==> src/rtl/sigma_sequencer.sv <==
`default_nettype none
// ============================================================================
// Module   : sigma_sequencer
// Brief    : Start/done sequencer computing 1+2+...+n through an external
//            74181-style ALU, with carry-based overflow detection.
// Revision : 1.0 - initial release
// ============================================================================
module sigma_sequencer #(
  parameter int         WIDTH = 4,
  parameter logic [3:0] ADD_S = 4'h9,
  parameter logic       ADD_M = 1'b0
) (
  input  logic             clock,
  input  logic             reset,
  input  logic             start,
  input  logic [WIDTH-1:0] n_terms,
  output logic             busy,
  output logic             done,
  output logic [WIDTH-1:0] sum,
  output logic             ovf,
  output logic [WIDTH-1:0] alu_a,
  output logic [WIDTH-1:0] alu_b,
  output logic [3:0]       alu_s,
  output logic             alu_m,
  output logic             alu_cin_re,
  input  logic [WIDTH-1:0] alu_y,
  input  logic             alu_cout_re
);

  localparam logic [WIDTH-1:0] C_ONE = {{(WIDTH-1){1'b0}}, 1'b1};

  typedef enum logic [1:0] {
    S_IDLE = 2'd0,
    S_ACC  = 2'd1,
    S_DONE = 2'd2
  } state_t;

  state_t           state_q;
  logic [WIDTH-1:0] acc_q;
  logic [WIDTH-1:0] k_q;
  logic [WIDTH-1:0] n_q;
  logic [WIDTH-1:0] sum_q;
  logic             ovf_q;
  logic             busy_q;
  logic             done_q;

  always_ff @(posedge clock) begin
    if (reset) begin
      state_q <= S_IDLE;
      acc_q   <= '0;
      k_q     <= '0;
      n_q     <= '0;
      sum_q   <= '0;
      ovf_q   <= 1'b0;
      busy_q  <= 1'b0;
      done_q  <= 1'b0;
    end else begin
      case (state_q)
        S_IDLE: begin
          if (start) begin
            n_q    <= n_terms;
            acc_q  <= '0;
            sum_q  <= '0;
            ovf_q  <= 1'b0;
            busy_q <= 1'b1;
            // An empty sum keeps k at 0 so the ALU never sees a term.
            if (n_terms == '0) begin
              k_q     <= '0;
              done_q  <= 1'b1;
              state_q <= S_DONE;
            end else begin
              k_q     <= C_ONE;
              state_q <= S_ACC;
            end
          end
        end
        S_ACC: begin
          // Carry wins over k==n; acc keeps its pre-wrap value.
          if (!alu_cout_re) begin
            sum_q   <= alu_y;
            ovf_q   <= 1'b1;
            done_q  <= 1'b1;
            state_q <= S_DONE;
          end else if (k_q == n_q) begin
            acc_q   <= alu_y;
            sum_q   <= alu_y;
            done_q  <= 1'b1;
            state_q <= S_DONE;
          end else begin
            acc_q <= alu_y;
            k_q   <= k_q + C_ONE;
          end
        end
        S_DONE: begin
          done_q  <= 1'b0;
          busy_q  <= 1'b0;
          state_q <= S_IDLE;
        end
        default: begin
          done_q  <= 1'b0;
          busy_q  <= 1'b0;
          state_q <= S_IDLE;
        end
      endcase
    end
  end

  assign busy       = busy_q;
  assign done       = done_q;
  assign sum        = sum_q;
  assign ovf        = ovf_q;
  assign alu_a      = acc_q;
  assign alu_b      = k_q;
  assign alu_s      = ADD_S;
  assign alu_m      = ADD_M;
  assign alu_cin_re = 1'b1;

endmodule
`default_nettype wire

==> config.mk <==
export PLATFORM = sky130hd
export DESIGN_NAME = sigma_sequencer
export DESIGN_NICKNAME = d
export VERILOG_FILES = /design/src/rtl/sigma_sequencer.sv
export SDC_FILE = /design/constraint.sdc
export NUM_CORES = 1
export LEC_CHECK = 0
export ABC_CLOCK_PERIOD_IN_PS = 2000
export CAP_MARGIN = 15
export CORE_MARGIN = 10
export CORE_UTILIZATION = 25
export CTS_CLUSTER_DIAMETER = 200
export DETAILED_ROUTE_END_ITERATION = 10
export GPL_TIMING_DRIVEN = 0
export HOLD_SLACK_MARGIN = 0.08
export MAX_ROUTING_LAYER = met4
export PLACE_DENSITY_LB_ADDON = 0.3
export SKIP_LAST_GASP = 1
export SLEW_MARGIN = 25
export SYNTH_ARGS = -nofsm -noshare
export SYNTH_HDL_FRONTEND = slang
export SYNTH_SLANG_ARGS = --single-unit
==> constraint.sdc <==
create_clock -name clock -period 2 [get_ports clock]
set_input_delay 0.2 -clock clock [delete_from_list [all_inputs] [get_ports clock]]
set_output_delay 0.2 -clock clock [all_outputs]
set_load 0.02 [all_outputs]
==> impl_metrics.json, run 1 <==
{
  "status": "finished clean",
  "hpwl_um": 2030,
  "yosysWarningCount": 0,
  "grt_pass1_vias": 939,
  "cp_max_fo": 6,
  "endpoint_kind": "flop",
  "detail_route.wl_per_cell_um": 13.0,
  "min_from": "reset",
  "setup.worst_path.start_class": "flop",
  "antenna_found_initial": 0,
  "insertion_delay_ns": 0.25,
  "period_needed_ns": 1.68,
  "period_share": 0.839,
  "rows": 23,
  "crit_arrival_ns": 1.85,
  "drc": 0,
  "setup_viol": 0,
  "max_slew.worst_pin.slew_ns": 0.565,
  "yosysUniqueCellTypes": 30,
  "r2r-end": "done",
  "viasPerCell": 4.38,
  "r2r-start": "alu_b[1]",
  "num-fill-cells": 434,
  "clkSinkCount": 21,
  "final-hold-violation-count": 0,
  "synth_cells": 114,
  "max_freq_mhz": 596,
  "io_buffers": 25,
  "die_area_um2": 7020,
  "grt_overflow_total": 0,
  "hold_path_end": "state_q[1]",
  "rsz0062_at_grt": "no",
  "antenna_cells": 0,
  "grt_max_degree": 12,
  "p_total_uw": 951,
  "hold_class": "input port to flop",
  "cts_buffers": 3,
  "coreArea_um2": 3970,
  "cp.required_ns": 2.17,
  "postSynthAreaPerCell_um2": 8.92,
  "finalSetupTns_ns": 0,
  "layout_commonest_cell": "clkdlybuf4s50_1",
  "vias": 863,
  "cp_slowest_cell": "nor4_4",
  "gp_congestion": 0.834,
  "clkSlewWorstSetupHoldPaths_ns": 0.07,
  "hold-path-cell-count": 2,
  "syn2layout_area_growth_pct": 36.7,
  "layout-drive-gt1-share": 0.0884,
  "synth_seq_cells": 21,
  "die_x_um": 83.8,
  "max_stage_delay_ns": 0.47,
  "power_density_nw_per_um2": 684,
  "clock-root-buffer": "clkbuf_8",
  "path_class": "flop to flop",
  "io_pins": 33,
  "cts_tree": "done",
  "synthTopCellsByArea": "dfxtp_1 (41%), mux2i_1 (11%), nand3_1 (5.9%), buf_4 (5.2%), a21oi_1 (3.9%)",
  "cts_setup_buffers": 0,
  "worst-r2r-setup-slack_ns": 0.32,
  "cts_resized": 0,
  "firstDrtPassIters": 4,
  "max-slew-margin-rel": 0.623,
  "p_leak_nw": 0.538,
  "slew_viol_final": 0,
  "holdBufCountCts": 0,
  "synth.cell_area_um2": 1020,
  "maxCapViolations": 0,
  "layout_common_cells": "clkdlybuf4s50_1 (25), dfxtp_1 (21), nand3_1 (12)",
  "multi_input_area_um2": 533,
  "ir_drop_mv": 0.327,
  "clock_skew_ns": 0.00168,
  "routed_wl_um": 2560,
  "cts_max_path_buffers": 2,
  "reg2reg_depth": 4,
  "yosysTopAreaCell": "dfxtp_1",
  "drt_iter0_drc": 46,
  "die_height_um": 83.8,
  "path_cells": "xor2_1 > nor4_4 > o221ai_2 > o31ai_1",
  "crit_buf_inv": 0,
  "postRouteAntennaNets": 0,
  "path_delay_family": "compound AO/OA/AOI/OAI gates",
  "final_nets": 161,
  "netlist.area_leader.share": 0.413,
  "seq_area_frac_synth": 0.413,
  "h-tree-depth": 1,
  "regArea_um2": 420,
  "grt_use_total": 0.0755,
  "grt_pass1_wl_um": 4430,
  "initial_utilization": 0.256
}
synthesized netlist by cell type (all sizes together):
cell type,n
or3,2
nand2,9
xor2,4
dfxtp,21
nor4,2
ha,1
clkbuf,4
nor3,1
o221ai,2
nand3b,1
nor2,8
nand2b,5
a21oi,8
mux2,1
conb,2
and3,1
nand3,12
nor3b,1
nor2b,3
inv,2
o31ai,1
a21boi,1
buf,8
nand4b,1
and2,1
o21a,1
mux2i,11
power breakdown:
| group | internal, mW | leakage (nW) | switching (mW) |
|---|---|---|---|
| sequential | 0.440 | 0.171 | 0.0186 |
| clock | 0.142 | 0.0228 | 0.129 |
| combinational | 0.105 | 0.344 | 0.117 |
| total | 0.687 | 0.538 | 0.264 |
through the flow:
step,area [um2],setup WS (ns),utilization,hold WS (ns),std cells
finish,1390,0.323,0.350,0.377,197
global route,1390,0.195,0.350,0.415,197
CTS,1390,0.323,0.350,0.382,197
detailed placement,1350,0.161,0.339,0.459,193
global placement,1350,0.194,0.339,0.451,193
floorplan,1030,0.435,-,0.347,118
final cells by class:
class | instances | area share
Multi-Input combinational cell | 83 | 0.383
Sequential cell | 21 | 0.302
Clock buffer | 4 | 0.0324
Timing Repair Buffer | 25 | 0.180
Buffer | 12 | 0.0513
Inverter | 2 | 0.00540
Tap cell | 50 | 0.0450
routing by layer:
layer / share of wire / track usage / up-vias
met5: 0 / - / -
met3: 0.057 / 0.0225 / 4
met4: 0.012 / 0.0228 / 0
met2: 0.47 / 0.118 / 25
li1: - / - / 447
met1: 0.46 / 0.0906 / 387
flip-flops by register name, summed over array words and instances, names as in the netlist:
name,flops
alu_a,4
alu_b,4
busy,1
done,1
n_q,4
ovf,1
state_q,2
sum,4
kinds of logic (layout without fill, tap and decap cells):
logic type               after synthesis  count (layout)  synth area share
other                                  2               6           0.00738
AND/OR/NAND/NOR                       47              47             0.251
multiplexers                          12              12             0.119
adder cells (fa/ha/maj)                1               1            0.0123
XOR/XNOR                               4               4            0.0344
buffers and inverters                 14              43            0.0775
flip-flops                            21              21             0.413
AO/OA/AOI/OAI                         13              13            0.0849
worst max-delay path by stage:
stage	from	to	slack, ns	cells after the start
floorplan	alu_b[1]	done	0.43	4
global placement	alu_cout_re	alu_b[0]	0.19	6
global route	alu_b[0]	done	0.19	4
detailed placement	alu_cout_re	alu_b[0]	0.16	6
CTS	alu_b[1]	done	0.32	4
finish	alu_b[1]	done	0.32	4
Note: power is estimated with default switching activity, not from simulation.
==> run 2: changes to the inputs <==
ABC_CLOCK_PERIOD_IN_PS = 1400   (was 2000)
clock period = 1.4 ns   (was 2 ns; I/O delays follow)
==> run 2 against run 1 <==
The run now ends with setup timing left. Clock power is 47% higher. Sequential cell count is the same. Hold slack lost 0.037 ns. Fmax grew 16%. Cell count is 3.6% higher. Critical endpoint unchanged. Die area unchanged. Highest routed layer unchanged. Critical path depth grew 1. Via count increased by 2.2%. Global-route usage up 0.31 points. Clock skew up 0.0012 ns. Core utilization is 4.2 points higher.
==> impl_metrics.json, run 2 (synthesized netlist as in run 1, its figures left out) <==
{
  "final_nets": 168,
  "endpoint_kind": "flop",
  "die_area_um2": 7020,
  "placed_cells": 193,
  "path_class": "flop to flop",
  "antenna_cells": 0,
  "grt_overflow_total": 0,
  "firstDrtPassIters": 4,
  "crit_arrival_ns": 1.62,
  "gp_congestion": 0.790,
  "hold-path-cell-count": 2,
  "cts_max_path_buffers": 2,
  "hold_class": "input port to flop",
  "max_freq_mhz": 693,
  "setup.worst_path.start_class": "flop",
  "antenna_found_initial": 0,
  "detail_route.wl_per_cell_um": 12.9,
  "setup_viol": 2,
  "layout_commonest_cell": "clkdlybuf4s50_1",
  "clock_skew_ns": 0.00292,
  "holdBufCountCts": 0,
  "postRouteAntennaNets": 0,
  "ir_drop_mv": 0.294,
  "cts_tree": "done",
  "slew_viol_final": 0,
  "io_pins": 33,
  "multi_input_area_um2": 596,
  "layout-drive-gt1-share": 0.247,
  "clkSinkCount": 21,
  "final-hold-violation-count": 0,
  "reg2reg_depth": 5,
  "viasPerCell": 4.32,
  "h-tree-depth": 1,
  "initial_utilization": 0.256,
  "period_share": 1.03,
  "layout_common_cells": "clkdlybuf4s50_1 (17), buf_4 (14), dfxtp_1 (14)",
  "grt_use_total": 0.0786,
  "cp.required_ns": 1.58,
  "period_needed_ns": 1.44,
  "syn2layout_area_growth_pct": 53.1,
  "clock-root-buffer": "clkbuf_8",
  "p_leak_nw": 0.717,
  "rows": 23,
  "post_dp_cell_area_um2": 1370,
  "routed_wl_um": 2630,
  "status": "finished, violations left",
  "power_density_nw_per_um2": 937,
  "insertion_delay_ns": 0.26,
  "drc": 0,
  "hpwl_um": 2030,
  "final_area_um2": 1560,
  "grt_pass1_vias": 957,
  "rsz0062_at_grt": "yes",
  "die_height_um": 83.8,
  "cp_max_fo": 6,
  "io_buffers": 25,
  "worst_hold_slack_ns": 0.340,
  "fin_ws_ns": -0.0429,
  "violations": "setup timing",
  "grt_pass1_wl_um": 4480,
  "maxCapViolations": 0,
  "die_x_um": 83.8,
  "drt_iter0_drc": 44,
  "fin_cells": 204,
  "regArea_um2": 442,
  "clkSlewWorstSetupHoldPaths_ns": 0.08,
  "vias": 882,
  "coreArea_um2": 3970,
  "cts_buffers": 3,
  "num-fill-cells": 406,
  "grt_max_degree": 13
}
==> run 2: timing repair <==
action | in CTS | in global routing
setup endpoints to repair | 23 | 23
pin swaps | 1 | 3
resized for setup | 7 | 21
setup buffers | 4 | 4
cloned | 0 | 0
==> run 2: stage by stage <==
step,worst slack (ns),setup TNS [ns],total power [mW],utilization
final,-0.0429,-0.0451,1.46,0.392
after global placement,-0.377,-4.86,0.989,0.345
after floorplan,-0.000601,-0.000601,0.883,-
after CTS,-0.0619,-0.217,1.45,0.370
after detailed placement,-0.407,-5.41,0.994,0.345
after global routing,-0.123,-0.771,1.54,0.392
==> run 2: path summary, 6_finish.rpt <==
kind                            startpoint  endpoint  slack [ns]
worst max-delay path                n_q[1]      done       -0.04
worst max register to register      n_q[1]      done       -0.04
worst min-delay path                 reset  alu_b[0]        0.34
worst min register to register      sum[3]    sum[3]        0.46
==> run 2: metal layers <==
layer,routed length [um],GRT usage,vias up
li1,-,-,452
met1,1110,0.0829,412
met2,1380,0.130,14
met3,74,0.0146,4
met4,64,0.0548,0
met5,0,-,-
==> run 2: area by class of cell <==
type	instances	share of cell area
clock buffer	3	0.0265
clock inverter	1	0.00321
timing repair buffer	33	0.215
sequential	21	0.284
multi-input combinational	83	0.382
tap	50	0.0402
inverter	2	0.00482
buffer	11	0.0442
==> run 2: worst max-delay path, stage by stage, from the launching register on <==
cell	delay, ns
dfxtp_2	0.34
xor2_2	0.18
nor4_4	0.26
buf_4	0.18
o221ai_4	0.17
o31ai_2	0.24
==> run 2: report_power, final <==
group | internal [mW] | total, mW | switching [mW] | leakage, nW
Combinational | 0.218 | 0.412 | 0.194 | 0.516
Clock | 0.198 | 0.397 | 0.199 | 0.0255
Sequential | 0.625 | 0.651 | 0.0258 | 0.176
Total | 1.04 | 1.46 | 0.419 | 0.717
